===== src/rtl/sample_phrase_builder.sv =====
// Packs 8-bit audio samples into 128-bit, 16-sample phrases on an AXI-Stream master.
// The first phrase of a recording carries tuser; recording stops after MAX_PHRASES phrases.
module sample_phrase_builder #(
    parameter int MAX_PHRASES = 45000,
    parameter int DROP_W      = 16
) (
    input  logic              clk_in,
    input  logic              rst_n_in,
    input  logic [7:0]        sample_in,
    input  logic              sample_valid_in,
    input  logic              record_start_in,
    output logic [127:0]      phrase_axis_data,
    output logic              phrase_axis_tuser,
    output logic              phrase_axis_valid,
    input  logic              phrase_axis_ready,
    output logic              overflow_out,
    output logic [DROP_W-1:0] drop_count_out,
    output logic [15:0]       phrase_count_out,
    output logic [1:0]        state_out
);

    typedef enum logic [1:0] {
        ST_IDLE = 2'd0,
        ST_FILL = 2'd1,
        ST_DONE = 2'd2
    } state_t;

    localparam logic [15:0] MAX_C = 16'(MAX_PHRASES);

    state_t              state_r;
    logic [127:0]        asm_r;
    logic [3:0]          slot_r;
    logic                pending_r;
    logic                tuser_arm_r;
    logic [127:0]        data_r;
    logic                tuser_r;
    logic                valid_r;
    logic                overflow_r;
    logic [DROP_W-1:0]   drop_r;
    logic [15:0]         count_r;

    logic                out_free_s;
    logic                fill_s;
    logic                complete_s;
    logic                load_pend_s;
    logic                load_new_s;
    logic                load_s;
    logic                accept_s;
    logic                drop_s;
    logic                last_load_s;
    logic [127:0]        load_data_s;

    // A restart takes priority over everything the assembly would otherwise do this cycle.
    assign out_free_s  = !valid_r || phrase_axis_ready;
    assign fill_s      = (state_r == ST_FILL) && !record_start_in;
    assign complete_s  = fill_s && !pending_r && sample_valid_in && (slot_r == 4'd15);
    assign load_pend_s = fill_s && pending_r && out_free_s;
    assign load_new_s  = complete_s && out_free_s;
    assign load_s      = load_pend_s || load_new_s;
    assign accept_s    = fill_s && sample_valid_in && (!pending_r || out_free_s);
    assign drop_s      = fill_s && sample_valid_in && pending_r && !out_free_s;
    assign last_load_s = load_s && ((count_r + 16'd1) == MAX_C);
    assign load_data_s = pending_r ? asm_r : {sample_in, asm_r[119:0]};

    // Recording state machine, phrase counter, drop accounting and tuser arming
    always_ff @(posedge clk_in or negedge rst_n_in) begin
        if (!rst_n_in) begin
            state_r     <= ST_IDLE;
            pending_r   <= 1'b0;
            tuser_arm_r <= 1'b0;
            overflow_r  <= 1'b0;
            drop_r      <= {DROP_W{1'b0}};
            count_r     <= 16'd0;
        end else if (record_start_in) begin
            state_r     <= ST_FILL;
            pending_r   <= 1'b0;
            tuser_arm_r <= 1'b1;
            overflow_r  <= 1'b0;
            drop_r      <= {DROP_W{1'b0}};
            count_r     <= 16'd0;
        end else begin
            case (state_r)
                ST_IDLE: state_r <= ST_IDLE;
                ST_FILL: state_r <= last_load_s ? ST_DONE : ST_FILL;
                ST_DONE: state_r <= ST_DONE;
                default: state_r <= ST_IDLE;
            endcase
            if (load_pend_s) begin
                pending_r <= 1'b0;
            end else if (complete_s && !out_free_s) begin
                pending_r <= 1'b1;
            end else begin
                pending_r <= pending_r;
            end
            if (load_s) begin
                tuser_arm_r <= 1'b0;
                count_r     <= count_r + 16'd1;
            end else begin
                tuser_arm_r <= tuser_arm_r;
                count_r     <= count_r;
            end
            if (drop_s) begin
                overflow_r <= 1'b1;
                if (drop_r != {DROP_W{1'b1}}) begin
                    drop_r <= drop_r + {{(DROP_W-1){1'b0}}, 1'b1};
                end else begin
                    drop_r <= drop_r;
                end
            end else begin
                overflow_r <= overflow_r;
                drop_r     <= drop_r;
            end
        end
    end

    // Assembly register and slot index; a pending phrase leaves slot_r at 0 so a
    // sample arriving as it drains lands in slot 0.
    always_ff @(posedge clk_in or negedge rst_n_in) begin
        if (!rst_n_in) begin
            asm_r  <= 128'd0;
            slot_r <= 4'd0;
        end else if (record_start_in) begin
            if (sample_valid_in) begin
                asm_r[7:0] <= sample_in;
                slot_r     <= 4'd1;
            end else begin
                slot_r     <= 4'd0;
            end
        end else if (accept_s) begin
            asm_r[{slot_r, 3'b000} +: 8] <= sample_in;
            slot_r                       <= slot_r + 4'd1;
        end else begin
            slot_r <= slot_r;
        end
    end

    // Single-entry output register; survives a restart so the held phrase keeps its tuser
    always_ff @(posedge clk_in or negedge rst_n_in) begin
        if (!rst_n_in) begin
            data_r  <= 128'd0;
            tuser_r <= 1'b0;
            valid_r <= 1'b0;
        end else if (load_s) begin
            data_r  <= load_data_s;
            tuser_r <= tuser_arm_r;
            valid_r <= 1'b1;
        end else if (valid_r && phrase_axis_ready) begin
            valid_r <= 1'b0;
        end else begin
            valid_r <= valid_r;
        end
    end

    assign phrase_axis_data  = data_r;
    assign phrase_axis_tuser = tuser_r;
    assign phrase_axis_valid = valid_r;
    assign overflow_out      = overflow_r;
    assign drop_count_out    = drop_r;
    assign phrase_count_out  = count_r;
    assign state_out         = state_r;

endmodule


===== config.mk =====
export PLATFORM = sky130hd
export DESIGN_NAME = sample_phrase_builder
export DESIGN_NICKNAME = d
export VERILOG_FILES = /design/src/rtl/sample_phrase_builder.sv
export SDC_FILE = /design/constraint.sdc
export NUM_CORES = 1
export LEC_CHECK = 0
export ABC_AREA = 1
export CORE_UTILIZATION = 40
export CTS_CLUSTER_DIAMETER = 120
export DETAILED_ROUTE_END_ITERATION = 8
export PLACE_DENSITY = 0.61
export SYNTH_ARGS = -nofsm -noshare
export SYNTH_HDL_FRONTEND = slang
export SYNTH_SLANG_ARGS = --single-unit

===== constraint.sdc =====
create_clock -name clk_in -period 3.7 [get_ports clk_in]
set_input_delay 0.925 -clock clk_in [delete_from_list [all_inputs] [get_ports clk_in]]
set_output_delay 0.925 -clock clk_in [all_outputs]
set_load 0.02 [all_outputs]

==> metrics.txt <==
# TYPE chip_impl_metric gauge
chip_impl_metric{name="yosysSeqAreaShare",unit=""} 0.594
chip_impl_metric{name="start_util",unit=""} 0.409
chip_impl_metric{name="synth.cell_area",unit="um^2"} 12600
chip_impl_metric{name="design.portCount",unit=""} 178
chip_impl_metric{name="global_route.usage.total",unit=""} 0.207
chip_impl_info{name="predominant_post_synthesis_flop_cell",value="sky130_fd_sc_hd__dfrtp_1"} 1
chip_impl_metric{name="antenna_found_initial",unit=""} 0
chip_impl_metric{name="drt_first_pass_iters",unit=""} 7
chip_impl_metric{name="synth_nets",unit=""} 1397
chip_impl_metric{name="fin_crit",unit="ns"} 2.57
chip_impl_metric{name="worst-r2r-cell-count",unit=""} 8
chip_impl_metric{name="utilization",unit=""} 0.514
chip_impl_metric{name="drt_wl_total",unit="um"} 32200
chip_impl_info{name="critical_path.startpoint_type",value="register"} 1
chip_impl_metric{name="cts_buffers",unit=""} 34
chip_impl_metric{name="cts.hold.buffers_added",unit=""} 0
chip_impl_metric{name="drt-vias-per-instance",unit=""} 4.95
chip_impl_metric{name="post_cts.resized_instances",unit=""} 0
chip_impl_metric{name="drt-wirelength-per-cell",unit="um"} 16.4
chip_impl_metric{name="grt-ovfl-total",unit=""} 0
chip_impl_metric{name="place.port_buffers",unit=""} 177
chip_impl_metric{name="required",unit="ns"} 4.08
chip_impl_metric{name="final.period_utilization",unit=""} 0.695
chip_impl_metric{name="synth_enable_flop_cells",unit=""} 0
chip_impl_metric{name="drive_gt1_frac",unit=""} 0.0990
chip_impl_metric{name="detailed_place_hpwl",unit="um"} 22000
chip_impl_metric{name="setup_ws",unit="ns"} 1.13
chip_impl_info{name="timing.critical_path.mode_cell",value="sky130_fd_sc_hd__inv_1"} 1
chip_impl_info{name="run_status",value="finished with violations"} 1
chip_impl_metric{name="tightestPinTransition",unit="ns"} 0.670
chip_impl_info{name="timing.setup.critical_path_class",value="register to register"} 1
chip_impl_metric{name="power.density",unit="nW/um^2"} 487
chip_impl_metric{name="grt_pass1_wl",unit="um"} 53400
chip_impl_metric{name="static-leakage-power",unit="nW"} 7.56
chip_impl_info{name="unrepaired_setup_endpoints_after_global_routing",value="false"} 1
chip_impl_metric{name="cts_post_setup_buffers_inserted",unit=""} 0
chip_impl_metric{name="synth-warning-count",unit=""} 0
chip_impl_metric{name="placement.setup.worst_slack",unit="ns"} 0.648
chip_impl_metric{name="placementRows",unit=""} 64
chip_impl_metric{name="postSynth.asyncResetShare",unit=""} 1.00
chip_impl_metric{name="dr_total_vias",unit=""} 9766
chip_impl_metric{name="gp_routability_congestion",unit=""} 0.906
chip_impl_metric{name="critPathArrivalTime",unit="ns"} 2.96
chip_impl_info{name="layout_commonest_cell",value="sky130_fd_sc_hd__nand2_1"} 1
chip_impl_metric{name="syn_inst",unit=""} 1377
chip_impl_metric{name="synth_cell_type_count",unit=""} 43
chip_impl_info{name="crit_chain",value="inv_1 -> ha_1 -> inv_1 -> nand3_1 -> nor2_2 -> nand2_4 -> nand2_1 -> o21ai_0"} 1
chip_impl_metric{name="chipWidth",unit="um"} 179
chip_impl_metric{name="drt_iter0_drc",unit=""} 656
chip_impl_metric{name="finalHoldViolations",unit=""} 0
chip_impl_info{name="crit_path_end_kind",value="register"} 1
chip_impl_info{name="failed_checks",value="design-rule violations"} 1
chip_impl_metric{name="crit_path_max_fanout",unit=""} 16
chip_impl_metric{name="fin_skew",unit="ns"} 0.00801
chip_impl_metric{name="slew_headroom",unit=""} 0.552
chip_impl_metric{name="grt_max_degree",unit=""} 109
chip_impl_metric{name="cts.htree.levels",unit=""} 2
chip_impl_metric{name="layout-area-overhead-vs-synth",unit="%"} 25.8
chip_impl_info{name="ctsRootBufferMaster",value="sky130_fd_sc_hd__clkbuf_16"} 1
chip_impl_info{name="worst_path_max_delay_cell",value="sky130_fd_sc_hd__ha_1"} 1
chip_impl_metric{name="drv_cap",unit=""} 0
chip_impl_metric{name="finalSetupTns",unit="ns"} 0
chip_impl_metric{name="fp.dieH",unit="um"} 179
chip_impl_metric{name="core_area",unit="um^2"} 30800
chip_impl_metric{name="drt.antenna.violating_nets",unit=""} 0
chip_impl_metric{name="final-max-slew-violation-count",unit=""} 0
chip_impl_metric{name="fin_nets",unit=""} 1575
chip_impl_metric{name="cts_max_path_buffers",unit=""} 3
chip_impl_metric{name="die_area",unit="um^2"} 32200
chip_impl_metric{name="antenna-diode-count",unit=""} 0
chip_impl_metric{name="synth_seq_cells",unit=""} 299
chip_impl_metric{name="post-route-drc-count",unit=""} 30
chip_impl_metric{name="max_clock_freq",unit="MHz"} 389
chip_impl_info{name="layout.cells.most_common_list",value="sky130_fd_sc_hd__nand2_1, sky130_fd_sc_hd__dfrtp_1, sky130_fd_sc_hd__clkdlybuf4s50_1"} 1
chip_impl_metric{name="syn_avg_cell_area",unit="um^2"} 9.15
chip_impl_metric{name="clock_insertion_delay_worst_skew",unit="ns"} 0.50
chip_impl_info{name="timing.hold.worst.class",value="input pin to async pin"} 1
chip_impl_metric{name="worst_voltage_drop_across_the_vdd_grid",unit="uV"} 298
chip_impl_metric{name="setup_viol",unit=""} 0
chip_impl_metric{name="critical-path-max-stage-delay",unit="ns"} 0.48
chip_impl_info{name="cts_tree",value="yes"} 1
chip_impl_metric{name="cts_num_sinks",unit=""} 299
chip_impl_metric{name="fillers",unit=""} 2848
chip_impl_metric{name="cts.clk_slew.worst_paths",unit="ns"} 0.06
chip_impl_metric{name="vias_in_the_first_global_route",unit=""} 9716
[power breakdown]
part | total (mW) | switching (mW) | internal [mW] | leakage [nW]
Combinational | 0.794 | 0.515 | 0.279 | 3.05
Sequential | 3.69 | 0.134 | 3.56 | 3.99
Clock | 3.23 | 1.29 | 1.94 | 0.527
Total | 7.72 | 1.94 | 5.78 | 7.56
[critical path: cells and delay by family, from the launching register on]
family | cells | cell delay [ns]
AO/OA/AOI/OAI | 1 | 0.08
adder cells (fa/ha/maj) | 1 | 0.48
buffers and inverters | 2 | 0.51
flip-flops | 1 | 0.37
AND/OR/NAND/NOR | 4 | 1.02
[metal layers]
layer / share of wire / GRT usage
met1: 0.44 / 0.278
met4: 0.023 / 0.0590
met5: 0 / 0
met3: 0.063 / 0.0444
met2: 0.47 / 0.338
[flip-flops by register name, indices dropped and copies added (netlist names), 2 cells and up]
signal            cells
asm_r               128
phrase_axis_data    128
drop_count_out       16
phrase_count_out     16
slot_r                4
state_out             2
[synthesized netlist by cell type (15+ instances only)]
cell / n / area (um^2)
sky130_fd_sc_hd__nor3_1: 16 / 80.1
sky130_fd_sc_hd__nand2_1: 537 / 2020
sky130_fd_sc_hd__o22ai_1: 19 / 119
sky130_fd_sc_hd__o21ai_2: 41 / 359
sky130_fd_sc_hd__o21ai_1: 33 / 165
sky130_fd_sc_hd__nand3_1: 49 / 245
sky130_fd_sc_hd__nor2_1: 46 / 173
sky130_fd_sc_hd__o21ai_0: 102 / 510
sky130_fd_sc_hd__clkbuf_1: 15 / 56.3
sky130_fd_sc_hd__buf_2: 24 / 120
sky130_fd_sc_hd__dfrtp_1: 299 / 7480
sky130_fd_sc_hd__inv_1: 88 / 330
[metrics by stage]
stage / total power [mW] / area, um^2 / instances / hold slack [ns]
after floorplan: 4.19 / 12600 / 1377 / 0.449
after global placement: 4.54 / 14800 / 1915 / 0.455
after detailed placement: 4.55 / 14800 / 1915 / 0.457
after CTS: 7.81 / 15900 / 1972 / 0.377
after global routing: 8.07 / 15900 / 1972 / 0.406
final: 7.72 / 15900 / 1972 / 0.367
[area by class of cell]
cell class	count	area (um^2)	share of cell area
sequential	299	7480	0.472
multi-input combinational	924	4420	0.279
timing repair buffer	195	1970	0.125
clock buffer	48	995	0.0628
tap	396	495	0.0313
inverter	101	407	0.0257
clock inverter	9	78.8	0.00497
[final timing paths]
check,from,end,slack (ns)
max,slot_r[0]$_DFFE_PN0P_,asm_r[96]$_DFFE_PN0P_,1.13
min,rst_n_in,phrase_axis_data[113]$_DFFE_PN0P_,0.37
max reg2reg,slot_r[0]$_DFFE_PN0P_,asm_r[96]$_DFFE_PN0P_,1.13
min reg2reg,phrase_axis_data[106]$_DFFE_PN0P_,phrase_axis_data[106]$_DFFE_PN0P_,0.47
max in group asynchronous,rst_n_in,asm_r[61]$_DFFE_PN0P_,2.39
min in group clk_in,phrase_axis_data[106]$_DFFE_PN0P_,phrase_axis_data[106]$_DFFE_PN0P_,0.47
[cell families after synthesis]
family	Yosys count	share of synthesized area
flops	299	0.594
simple gates	693	0.234
xor+xnor	7	0.00636
buf+inv	154	0.0559
fa+ha+maj	7	0.00695
compound gates	217	0.103
Note: power is estimated with default switching activity, not from simulation.
==> edit (config.mk and constraints unchanged) <==
Register the output `phrase_count_out` once more, cleared by the reset; this adds one clock of latency there. The other outputs are not delayed to match.
--- a/src/rtl/sample_phrase_builder.sv
+++ b/src/rtl/sample_phrase_builder.sv
@@ -157,5 +157,11 @@
     assign overflow_out      = overflow_r;
     assign drop_count_out    = drop_r;
-    assign phrase_count_out  = count_r;
+    always_ff @(posedge clk_in or negedge rst_n_in) begin
+        if (!rst_n_in) begin
+            phrase_count_out <= '0;
+        end else begin
+            phrase_count_out <= count_r;
+        end
+    end
     assign state_out         = state_r;
 
Behaviour: same outputs for any inputs over 10 cycles, from zero or initial values and one cycle with rst_n_in low; that may be too few to reach the edited logic, so the function may still have changed.
==> edit against the original RTL <==
  * Global-route usage fell by 0.54 points
  * Setup slack worse by 230 ps
  * Sequential cell count up 16
  * Routed wire length down 0.38%
  * Power up 5.9%
  * Design area up 1.8%
  * Area after synthesis grew 1.3%
  * Worst hold slack gained 61 ps
  * Highest routed layer is now met5
==> edit: results (changes against the original RTL) <==
Status
  • Status: finished, final reports clean

STA
  • Fmax: 356 MHz (-8.3%)
  • Hold WS: 429 ps (+61.4 ps)
  • Slew @ Worst Pin: 812 ps (+143 ps)

Pwr
  • Maximum vdd drop: 0.251 mV (-16%)
  • Power share of the sequential group: 0.480 (+0.002)

Synthesis
  • Synthesized instance count: 1420 (+3.1%)
  • Library cells used by synthesis: 39 (-9.3%)
  • Sequential area share after synthesis: 0.617 (+0.0236)
  • Adder-cell share of the synthesized area: 0.00686 (-0.0000906)
  • Area contributors post-synth: dfrtp_1, nand2_1, o21ai_0, inv_1, nor2_1
  • Post-synth top cells: nand2_1, dfrtp_1, o21ai_0
  • Compound-Gate Fraction of Synth Area: 0.0948 (-0.00870)

Route
  • Drt drc: 0 (-100%)
  • DRT Wirelength: 32100 µm (-0.38%)
  • Met2 WL: 14700 µm (-3.4%)
  • Via/cell ratio: 4.92 (-0.59%)
  • Met1 WL: 15000 µm (+4.8%)
  • Met3 wire length: 1920 µm (-5.0%)
  • Detailed Route Iter0 Violations: 779 (+19%)

Worst setup path
  • Worst reg-to-reg setup slack: 890 ps (-230 ps)

Layout
  • Share of layout cells above drive strength 1: 0.0613 (-0.0376)
  • NumNets Final: 1611 (+2.3%)
  • Synthesis-to-finish area growth: 26.4%

Hold path
  • Min-Delay Path Class: reg -> reg

Global routing
  • Largest net degree at the start of global routing: 110 (+0.92%)
## edit: changes by cell type after synthesis, moves of 13 or more
cell / delta
o21ai_2: -40
nor2_1: +16
o21ai_0: +63
nand3_1: -20
o21ai_1: -28
dfrtp_1: +16
inv_1: +20
a21oi_1: +13
## edit: worst max-delay path: cells and delay by family (launching register included)
| family | cells | cell delay, ps |
|---|---|---|
| AO/OA/AOI/OAI | 2 | 500 |
| XOR/XNOR | 1 | 100 |
| adder cells (fa/ha/maj) | 1 | 290 |
| buffers and inverters | 2 | 840 |
| flip-flops | 1 | 430 |
| AND/OR/NAND/NOR | 2 | 540 |
## edit: cell type report
class | count | area share
Multi-Input combinational cell | 931 | 0.259
Clock inverter | 8 | 0.00597
Inverter | 117 | 0.0278
Sequential cell | 315 | 0.488
Clock buffer | 51 | 0.0656
Tap cell | 402 | 0.0312
Timing Repair Buffer | 192 | 0.122
